$ cat config.mk
export PLATFORM = sky130hd
export DESIGN_NAME = fp_issue_sched
export DESIGN_NICKNAME = d
export VERILOG_FILES = /design/src/rtl/fp_issue_sched.sv
export SDC_FILE = /design/constraint.sdc
export NUM_CORES = 1
export LEC_CHECK = 0
export ABC_AREA = 1
export CORE_UTILIZATION = 55
export DETAILED_ROUTE_END_ITERATION = 16
export PLACE_DENSITY = 0.78
export REMOVE_ABC_BUFFERS = 1
export SLEW_MARGIN = 10
export SYNTH_ARGS = -nofsm -noshare
export SYNTH_HDL_FRONTEND = slang
export SYNTH_SLANG_ARGS = --single-unit
$ cat constraint.sdc
create_clock -name clk -period 4.1 [get_ports clk]
set_input_delay 0.82 -clock clk [delete_from_list [all_inputs] [get_ports clk]]
set_output_delay 0.82 -clock clk [all_outputs]
set_load 0.05 [all_outputs]
$ cat src/rtl/fp_issue_sched.sv
// Issue scheduler for the non-pipelined fp_add/fp_mul units: hazard/structural stalls,
// pending-register scoreboard, and sequencing of the single shared FP writeback port.
module fp_issue_sched #(
   parameter int unsigned ADD_LAT = 3,
   parameter int unsigned MUL_LAT = 5
) (
   input  logic        clk,
   input  logic        rst,
   input  logic        issue_valid,
   input  logic        issue_op,
   input  logic [4:0]  issue_fs,
   input  logic [4:0]  issue_ft,
   input  logic [4:0]  issue_fd,
   output logic        issue_stall,
   output logic        add_go,
   output logic        mul_go,
   output logic        add_busy,
   output logic        mul_busy,
   output logic [31:0] pending,
   output logic        wb_valid,
   output logic        wb_sel,
   output logic [4:0]  wb_fd
);

   localparam logic [3:0] ADD_LAT_C = 4'(ADD_LAT);
   localparam logic [3:0] MUL_LAT_C = 4'(MUL_LAT);

   logic [3:0]  r_add_cnt, r_mul_cnt;
   logic [4:0]  r_add_fd, r_mul_fd;
   logic [31:0] r_pending;
   logic        r_wb_valid, r_wb_sel;
   logic [4:0]  r_wb_fd;

   logic [3:0]  w_cnt_u, w_cnt_v, w_lat, w_lat_p1;
   logic        w_conflict, w_accept, w_add_done, w_mul_done;
   logic [31:0] w_pending_d;

   always_comb begin
      w_cnt_u  = issue_op ? r_mul_cnt : r_add_cnt;
      w_cnt_v  = issue_op ? r_add_cnt : r_mul_cnt;
      w_lat    = issue_op ? MUL_LAT_C : ADD_LAT_C;
      w_lat_p1 = w_lat + 4'd1;
      // Last term: the other unit would finish on the same edge as this op.
      w_conflict = (w_cnt_u != 4'd0) | r_pending[issue_fs] | r_pending[issue_ft]
                 | r_pending[issue_fd] | (w_cnt_v == w_lat_p1);
      issue_stall = rst | (issue_valid & w_conflict);
      w_accept    = issue_valid & ~issue_stall;
      add_go      = w_accept & ~issue_op;
      mul_go      = w_accept & issue_op;
   end

   assign w_add_done = (r_add_cnt == 4'd1);
   assign w_mul_done = (r_mul_cnt == 4'd1);

   always_comb begin
      w_pending_d = r_pending;
      if (w_add_done) w_pending_d[r_add_fd] = 1'b0;
      if (w_mul_done) w_pending_d[r_mul_fd] = 1'b0;
      if (w_accept)   w_pending_d[issue_fd] = 1'b1;
   end

   always_ff @(posedge clk or posedge rst) begin
      if (rst) begin
         r_add_cnt  <= 4'd0;
         r_mul_cnt  <= 4'd0;
         r_add_fd   <= 5'd0;
         r_mul_fd   <= 5'd0;
         r_pending  <= 32'd0;
         r_wb_valid <= 1'b0;
         r_wb_sel   <= 1'b0;
         r_wb_fd    <= 5'd0;
      end else begin
         if (add_go) begin
            r_add_cnt <= ADD_LAT_C;
            r_add_fd  <= issue_fd;
         end else if (r_add_cnt != 4'd0) begin
            r_add_cnt <= r_add_cnt - 4'd1;
         end
         if (mul_go) begin
            r_mul_cnt <= MUL_LAT_C;
            r_mul_fd  <= issue_fd;
         end else if (r_mul_cnt != 4'd0) begin
            r_mul_cnt <= r_mul_cnt - 4'd1;
         end
         r_pending  <= w_pending_d;
         r_wb_valid <= w_add_done | w_mul_done;
         if (w_mul_done) begin
            r_wb_sel <= 1'b1;
            r_wb_fd  <= r_mul_fd;
         end else if (w_add_done) begin
            r_wb_sel <= 1'b0;
            r_wb_fd  <= r_add_fd;
         end
      end
   end

   assign add_busy = (r_add_cnt != 4'd0);
   assign mul_busy = (r_mul_cnt != 4'd0);
   assign pending  = r_pending;
   assign wb_valid = r_wb_valid;
   assign wb_sel   = r_wb_sel;
   assign wb_fd    = r_wb_fd;

endmodule

==> results of run 1 <==
==> worst max-delay path by stage <==
stage	from	endpoint	slack [ns]	cells after the start
4_1_cts	issue_fd[0]	add_go	0.41	15
3_3_place_gp	issue_fd[2]	issue_stall	0.38	12
2_1_floorplan	rst	mul_go	0.05	3
6_report	issue_fd[2]	issue_stall	0.35	12
3_5_place_dp	issue_fd[0]	add_go	0.40	15
5_1_grt	issue_fd[2]	issue_stall	0.12	12
==> tightest hold or removal path, stage by stage, from the launching register on <==
cell	delay, ns
dfrtp_1	0.36
nand2_1	0.05
nand2_1	0.05
==> state kept, by name, summed over array words and instances (netlist names) <==
signal / flops
r_add_cnt: 4
pending: 32
wb_valid: 1
wb_sel: 1
r_mul_fd: 5
r_mul_cnt: 4
r_add_fd: 5
wb_fd: 5
==> layer usage <==
metal | vias up | track usage (%)
met1 | 2165 | 49.7
met4 | 0 | 14.5
li1 | 2221 | -
met2 | 294 | 61.2
met3 | 56 | 10.7
met5 | - | 0
==> layout make-up <==
type	count	area (um2)	area share [%]
inverters	88	330	6.56
well taps	99	124	2.46
clock buffers	9	124	2.46
clock inverters	7	78.8	1.57
flip-flops and latches	57	1430	28.3
repair buffers	76	756	15.0
multi-input cells	480	2200	43.6
==> placed cells by master (no fill, tap or decap), drive strengths merged <==
cell type        n
a21oi           29
a221o            3
buf             17
bufinv           1
clkbuf           9
clkdlybuf4s50   59
clkinv           1
clkinvlp         3
dfrtp           57
ha               5
inv             90
nand2          230
nand3           70
nand4            5
nor2            28
nor3            22
o211ai           2
o21ai           83
o22ai            1
o31ai            1
xnor2            1
==> kinds of logic (layout without fill, tap and decap cells) <==
kind of cell	after synthesis	in the layout	share of synthesized area [%]
AND/OR/NAND/NOR	355	355	36.6
XOR/XNOR	1	1	0.214
buffers and inverters	106	180	11.7
AO/OA/AOI/OAI	119	119	15.1
flip-flops	57	57	34.8
adder cells (fa/ha/maj)	5	5	1.53
==> power by group <==
group	internal, mW	total [mW]	switching (mW)
clock network	0.285	0.548	0.263
logic	0.302	0.959	0.658
registers	0.670	0.772	0.102
==> stage by stage <==
step | hold WS [ns] | instance area [um2] | utilization, % | instances | setup slack, ns
floorplan | 0.472 | 3950 | - | 625 | 0.0490
global placement | 0.456 | 4830 | 66.9 | 800 | 0.375
detailed placement | 0.465 | 4830 | 67.0 | 800 | 0.400
CTS | 0.488 | 5030 | 69.8 | 816 | 0.407
global route | 0.525 | 5030 | 69.8 | 816 | 0.116
finish | 0.488 | 5030 | 69.8 | 816 | 0.353
==> results.md, run 1 <==
- Worst path slowest cell: clkdlybuf4s50_1
- Run status: finished clean
- N_diodes: 0
- Yosys reg bits: 57
- Final HPWL DP: around 11000 um
- Slew Limit Fails: 0
- Max incr delay on CP: 0.61 ns
- Reg-to-reg endpoint: pending[9]$_DFF_PP0_
- Crit path launch type: input pin
- R2R setup slack: about 1.6 ns
- Pwr Total: ~2.3 mW
- Maxcap violations: 0
- CP cell instances: clkdlybuf4s50_1, inv_1, nor3_1, nand2_1, nand2_1, inv_1, nand2_1, nor2_1, nand3_1, o21ai_0, nand2_1, buf_4
- Hold EP: wb_sel$_DFFE_PP0P_
- TritonCTS clock tree: built
- Root buffer cell: clkbuf_8
- Post-synth EDFFs: 0
- Most used DFF post-synth: dfrtp_1
- CP Data Required Time: between 3 and 4 ns
- Hold wc startpoint: wb_sel$_DFFE_PP0P_
- Critical path's top delay family: simple AND/OR/NAND/NOR gates
- Layout fillers: between 600 and 700
- Worst-path clk slew: 0.08 ns
- Cells after synthesis: ~640
- Worst Path Arrival: around 2.9 ns
- Seq/Total Area, Yosys: a little over a third
- CP Class: in2out
- Final setup fails: 0
- PortBufs: between 60 and 70
- R2R depth: 8
- Initial antenna violation count: 0
- Post-synth top cells: nand2_1, inv_1, nand3_1
- Num ports: 63
- DRT met1 WL: slightly below 6000 um
- Top cell type by total area after synthesis: dfrtp_1
- Routed length on met3: roughly 1500 um
- Initial Util: between 50% and 60%
- Setup TNS: 0 ns
- Critical Path Most Common Cell: nand2_1
- Via count: roughly 4.7k
- Crit path time final: 3.75 ns
- Top sig layer: met4
- WL met2: 6400 um
- WL final: ~14000 um
- Max H-tree Level: 3
- RD Place Congestion: 0.976
- CTS Sinks: 57
- First drt pass iteration count: 5
- Startpoint of the worst-slack reg-to-reg timing path: r_mul_cnt[2]$_DFFE_PP0P_
- Tot GR Track Use: 38.4%
- DRT iter0 DRCs: 531
- Pwr per Cell Area: 453 nW/um2
- Largest net degree at the start of global routing: slightly below 50
- Max frequency: 267 MHz
- Cell Rows: 31
- Core footprint: 7210 um2
- Worst-skew pair later-pin latency: roughly 0.36 ns
- Max Root-Sink Buffers: 2
- Synth warn: 0
- Synth top area share: around a third
- CP Buf/Inv Count: 4
- DIE HEIGHT: roughly 88 um
- Pleak: 2.54 nW
- Crit. End Element: output port
- Slew headroom: about two fifths
- Period utilization: 91.4%
- # Post-CTS Setup Buffers: 0
- Drt drc: 0
- Worst Skew: about 0.014 ns
- GR Overflow Total: 0
- Peak VDD IR: ~0.42 mV
- Layout cell share with drive strength beyond 1: between 6 and 7%
- Post-CTS Resized: 0
- Count leader, synth: nand2_1
- Layout area overhead: 22.9%
- Cell Area, Synth: between 4000 and 5000 um2
- Width of the chip: approximately 88 um
- Ys async rst share: 100%
- Worst Hold Class: reg2reg
- Synth unique cells: 25
- # hold bufs at CTS: 0
- Worst-path maximum fanout: 6
- Detail Route Antenna Nets: 0
- Die area: between 7000 and 8000 um2
- Vias per cell: between 5 and 6
- Routed WL per cell: approximately 18 um
- Global-route wire length before repair: approximately 22000 um
- Vias in the first global route: between 4k and 5k
- Net count, final: between 700 and 800
- Hold Crit Depth: 2
- Pin slew with the least headroom to its limit: 0.885 ns
- CTS buffer count: 9
- Final hold vios: 0
- Largest cells by area after synthesis: dfrtp_1, nand2_1, nand3_1, inv_1, o21ai_0
- Unrepaired setup endpoints after global routing: false
- Syn avg cell area: about 6.4 um2
No activity file was read; power rests on OpenSTA's default activity.
==> run 2, diff against run 1 <==
SETUP_SLACK_MARGIN = 0.02   (was default)
==> results of run 2 <==
The final DEF is identical to that of run 1; final timing and power are the same.
